<file path="config.mk">
export PLATFORM = sky130hd
export DESIGN_NAME = param_priority_arbiter
export DESIGN_NICKNAME = d
export VERILOG_FILES = /design/src/rtl/arb_pkg.sv /design/src/rtl/param_priority_arbiter_pick.sv /design/src/rtl/param_priority_arbiter.sv
export SDC_FILE = /design/constraint.sdc
export NUM_CORES = 1
export LEC_CHECK = 0
export BUFFER_PORTS_ARGS = -buffer_cell sky130_fd_sc_hd__buf_2
export CAP_MARGIN = 20
export CORE_MARGIN = 1.5
export CORE_UTILIZATION = 56
export DETAILED_ROUTE_END_ITERATION = 12
export PLACE_DENSITY_LB_ADDON = 0.3
export SLEW_MARGIN = 20
export SYNTH_ARGS = -nofsm -noshare
export SYNTH_HDL_FRONTEND = slang
export SYNTH_SLANG_ARGS = --single-unit
export TNS_END_PERCENT = 100
</file>
<file path="constraint.sdc">
create_clock -name clk -period 5.1 [get_ports clk]
set_clock_uncertainty 0.2 [all_clocks]
set_input_delay 1.02 -clock clk [delete_from_list [all_inputs] [get_ports clk]]
set_output_delay 1.02 -clock clk [all_outputs]
set_load 0.01 [all_outputs]
</file>
<file path="src/rtl/arb_pkg.sv">
// Shared constants and helpers for the parametrised priority arbiter.
package arb_pkg;

    localparam logic MODE_FIXED = 1'b0;
    localparam logic MODE_RR    = 1'b1;

    // OR-accumulates bit positions, so the result is only meaningful for zero- or one-hot input.
    function automatic logic [4:0] onehotToIdx(input logic [31:0] oneHot);
        logic [4:0] idx;
        idx = '0;
        for (int i = 0; i < 32; i++) begin
            if (oneHot[i]) idx = idx | i[4:0];
        end
        return idx;
    endfunction

endpackage

</file>
<file path="src/rtl/param_priority_arbiter_pick.sv">
// Combinational lowest-index-first picker; in round-robin mode the search starts just after i_ptr.
module priority_pick
    import arb_pkg::*;
#(
    parameter int N    = 4,
    parameter int IDXW = $clog2(N)
) (
    input  logic [N-1:0]    i_req,
    input  logic            i_mode,
    input  logic [IDXW-1:0] i_ptr,
    output logic [N-1:0]    o_pick,
    output logic            o_found
);

    localparam logic [IDXW-1:0] LAST = IDXW'(N - 1);

    logic [IDXW-1:0] w_start;
    logic [N-1:0]    w_rot;
    logic [N-1:0]    w_rotPick;

    always_comb begin
        w_start = '0;
        if (i_mode == MODE_RR && i_ptr != LAST) w_start = i_ptr + IDXW'(1);
    end

    // Rotate so the first candidate sits at bit 0, isolate the lowest set bit, then rotate back.
    assign w_rot     = N'({i_req, i_req} >> w_start);
    assign w_rotPick = w_rot & (~w_rot + N'(1));
    assign o_pick    = N'(({w_rotPick, w_rotPick} << w_start) >> N);
    assign o_found   = |i_req;

endmodule

</file>
<file path="src/rtl/param_priority_arbiter.sv">
// N-requester arbiter with registered one-hot grant, fixed/round-robin modes and bounded grant hold.
module param_priority_arbiter
    import arb_pkg::*;
#(
    parameter int N        = 4,
    parameter int MAX_HOLD = 8,
    parameter int IDXW     = $clog2(N)
) (
    input  logic            clk,
    input  logic            rst,
    input  logic [N-1:0]    req,
    input  logic            mode_rr,
    input  logic            hold,
    output logic [N-1:0]    grant,
    output logic            grant_valid,
    output logic [IDXW-1:0] grant_idx,
    output logic            hold_expired
);

    localparam int              HCW       = (MAX_HOLD > 0) ? $clog2(MAX_HOLD + 1) : 1;
    localparam logic [HCW-1:0]  HOLD_LAST = (MAX_HOLD > 0) ? HCW'(MAX_HOLD - 1) : '0;

    logic [N-1:0]    r_grant;
    logic            r_valid;
    logic [IDXW-1:0] r_gidx;
    logic [IDXW-1:0] r_ptr;
    logic [HCW-1:0]  r_holdCnt;
    logic            r_holdExpired;

    logic            w_curReq;
    logic            w_holding;
    logic            w_atLimit;
    logic            w_keep;
    logic            w_expire;
    logic [N-1:0]    w_pickReq;
    logic [N-1:0]    w_pick;
    logic            w_found;
    logic [31:0]     w_pickWide;
    logic [IDXW-1:0] w_pickIdx;

    assign w_curReq  = |(r_grant & req);
    assign w_holding = (|r_grant) & hold & w_curReq;
    assign w_atLimit = (MAX_HOLD != 0) && (r_holdCnt == HOLD_LAST);
    assign w_keep    = w_holding & ~w_atLimit;
    assign w_expire  = w_holding & w_atLimit;

    // A force-released holder is excluded from this round so someone else gets a turn.
    assign w_pickReq = w_expire ? (req & ~r_grant) : req;

    priority_pick #(
        .N    (N),
        .IDXW (IDXW)
    ) u_pick (
        .i_req   (w_pickReq),
        .i_mode  (mode_rr),
        .i_ptr   (r_ptr),
        .o_pick  (w_pick),
        .o_found (w_found)
    );

    always_comb begin
        w_pickWide        = '0;
        w_pickWide[N-1:0] = w_pick;
    end

    assign w_pickIdx = IDXW'(onehotToIdx(w_pickWide));

    always_ff @(posedge clk) begin
        if (!rst) begin
            r_grant       <= '0;
            r_valid       <= 1'b0;
            r_gidx        <= '0;
            r_ptr         <= IDXW'(N - 1);
            r_holdCnt     <= '0;
            r_holdExpired <= 1'b0;
        end else begin
            r_holdExpired <= w_expire;
            if (w_keep) begin
                r_holdCnt <= r_holdCnt + HCW'(1);
            end else begin
                r_grant   <= w_pick;
                r_valid   <= w_found;
                r_gidx    <= w_pickIdx;
                r_holdCnt <= '0;
                if (w_found) r_ptr <= w_pickIdx;
            end
        end
    end

    assign grant        = r_grant;
    assign grant_valid  = r_valid;
    assign grant_idx    = r_gidx;
    assign hold_expired = r_holdExpired;

endmodule

</file>
==> results.sh <==
export IMPL_status="finished clean"
export IMPL_rsz0062_at_grt="no"
export IMPL_drt_wl_total_mm=1.83
export IMPL_most_common_layout_cells="buf_2 (15), dfxtp_1 (14), o21ai_0 (9), nand2_1 (9)"
export IMPL_setup_ws_ns=2.84
export IMPL_die_w_um=41.4
export IMPL_timing_rr_start="r_ptr[0]"
export IMPL_area_delta_synth_final_pct=14.4
export IMPL_ios=16
export IMPL_drt_iter0_markers=44
export IMPL_die_area_sq_mm=0.00171
export IMPL_cts_resized=0
export IMPL_final_cell_area_sq_um=945
export IMPL_fmax_mhz=443
export IMPL_antenna_found_initial=0
export IMPL_rr_endpoint="grant[2]"
export IMPL_route_detailed_wl_per_inst_um=14.8
export IMPL_cts_sinks=14
export IMPL_async_flop_share_pct=0
export IMPL_clock_latency_ns=0.27
export IMPL_grt_total_usage_pct=23.4
export IMPL_peakVddDrop_mv=0.231
export IMPL_crit_required_ns=5.04
export IMPL_ys_ff_latch=14
export IMPL_dr_wl_met3_um=125
export IMPL_finalCritPeriodShare_pct=44.3
export IMPL_slew_headroom_pct=72.3
export IMPL_min_path_cells=1
export IMPL_cts_reportedPaths_clkPinSlew_ns=0.08
export IMPL_setup_tns_ns=0
export IMPL_final_common_cell="buf_2"
export IMPL_gp_congestion=0.844
export IMPL_overflow=0
export IMPL_dp_hpwl_mm=1.39
export IMPL_path_class="in2reg"
export IMPL_wl_met2_um=846
export IMPL_nNetsFinal=120
export IMPL_syn_cell_area_sq_um=826
export IMPL_drive_gt1_share_pct=29.4
export IMPL_drv_cap=0
export IMPL_met1_length_um=803
export IMPL_yosysUniqueCellTypes=38
export IMPL_worst_path_max_fanout=6
export IMPL_critPathLaunchType="input port"
export IMPL_final_max_slew_violation_count=0
export IMPL_vias_per_cell=6.52
export IMPL_synth_edf_count=0
export IMPL_antenna_cells=0
export IMPL_reg2reg_depth=6
export IMPL_post_route_util_pct=70.8
export IMPL_grt_max_degree=14
export IMPL_cts_hold_buf=0
export IMPL_drc_errors=0
export IMPL_worstSetupEndpointType="register"
export IMPL_ys_flop_type="dfxtp_1"
export IMPL_worstMarginPinSlew_ns=0.410
export IMPL_row_count=13
export IMPL_cts_path_max_buffers=2
export IMPL_post_cts_buffers=0
export IMPL_powerDensity_mw_per_mm2=274
export IMPL_setup_viol=0
export IMPL_hold_path_class="reg2reg"
export IMPL_period_needed_ns=2.26
export IMPL_route_vias_total=808
export IMPL_htree_levels=1
export IMPL_cts_tree="built"
export IMPL_postSynthAreaPerCell_sq_um=8.98
export IMPL_top_layer="met4"
export IMPL_leakagePower_uw=0.000377
export IMPL_coreArea_sq_mm=0.00133
export IMPL_drtPass1Iterations=4
export IMPL_numCtsBuffers=3
export IMPL_worstPathArrival_ns=2.19
export IMPL_postSynthCellCount=92
export IMPL_die_h_um=41.4
export IMPL_ant_nets=0
export IMPL_yosysSeqAreaShare_pct=33.9
export IMPL_start_util_pct=61.9
export IMPL_ys_warn_count=0
export IMPL_grt_pass1_wl_mm=3.19
export IMPL_pre_cts_ws_ns=2.57
export IMPL_hold_path_end="r_holdCnt[0]"
export IMPL_detailed_place_area_sq_um=908
export IMPL_hp_start="r_holdCnt[0]"
export IMPL_syn_nets=102
export IMPL_port_buffers=15
export IMPL_r2r_slack_ns=2.97
export IMPL_hold_viol=0
export IMPL_num_fill_cells=115
export IMPL_cts_root_buf="clkbuf_4"
export IMPL_grt_pass1_vias=756
[through the flow]
step                      std cells  total power (uW)  hold slack (ns)
after floorplan                  92               165            0.218
after global placement          120               180            0.233
after detailed placement        120               182            0.242
after CTS                       124               260            0.259
after global routing            124               271            0.284
final                           124               259            0.256
[Yosys cell counts, types with 2 or more instances]
master | n | area share [%]
nor2_1 | 4 | 1.8
ha_1 | 2 | 3.0
nand4_1 | 2 | 1.5
a21boi_0 | 2 | 1.8
o211ai_1 | 2 | 1.8
dfxtp_1 | 14 | 34
o21ai_0 | 9 | 5.5
a21boi_2 | 2 | 2.7
nand3_1 | 6 | 3.6
a21boi_4 | 2 | 4.5
nand2_1 | 9 | 4.1
a31oi_1 | 2 | 1.5
inv_1 | 6 | 2.7
a21oi_1 | 5 | 3.0
a22oi_2 | 2 | 3.0
[power by group]
group | switching [uW] | internal, uW | total (uW)
clock | 34.8 | 43.3 | 78.2
sequential | 8.37 | 116 | 125
combinational | 32.5 | 23.6 | 56.1
[how the worst max path moves through the flow]
stage | slack (ns) | to | from | cells past startpoint
2_1_floorplan | 2.85 | grant_idx[1] | hold | 5
3_3_place_gp | 2.58 | grant_valid | hold | 5
3_5_place_dp | 2.57 | grant_valid | hold | 5
4_1_cts | 2.86 | grant_valid | hold | 5
5_1_grt | 2.77 | grant_idx[1] | req[0] | 6
6_report | 2.84 | grant_valid | hold | 5
[cell families (layout without fill, tap and decap cells)]
logic type / count (synthesis) / after routing / share of synthesized area, %
DFF: 14 / 14 / 33.9
AOI/OAI and AO/OA: 36 / 36 / 36.4
adders and majority gates: 2 / 2 / 3.03
buffers and inverters: 8 / 25 / 4.09
xor gates and xnor gates: 2 / 2 / 2.12
and+or+nand+nor: 30 / 30 / 20.5
[state kept, by name, indices dropped and copies added, names as in the netlist]
| register | cells |
|---|---|
| grant | 4 |
| grant_valid | 1 |
| r_holdCnt | 4 |
| hold_expired | 1 |
| r_ptr | 2 |
| grant_idx | 2 |
[area by class of cell]
cell class	count	area, sq um	share of cell area [%]
Tap cell	15	18.8	1.99
Inverter	6	22.5	2.38
Sequential cell	14	280	29.7
Multi-Input combinational cell	70	512	54.2
Timing Repair Buffer	15	75.1	7.95
Clock buffer	4	36.3	3.84
[critical path, stage by stage]
cell,delay [ns]
buf_2,0.12
and4b_4,0.34
a21oi_2,0.09
o41ai_2,0.47
a21boi_0,0.15
[per-layer routing]
| metal | vias up | track usage, % |
|---|---|---|
| met2 | 53 | 37.5 |
| met5 | - | 0 |
| met4 | 0 | 11.0 |
| li1 | 378 | - |
| met1 | 367 | 30.1 |
| met3 | 10 | 4.35 |
No activity file was read; power rests on OpenSTA's default activity.
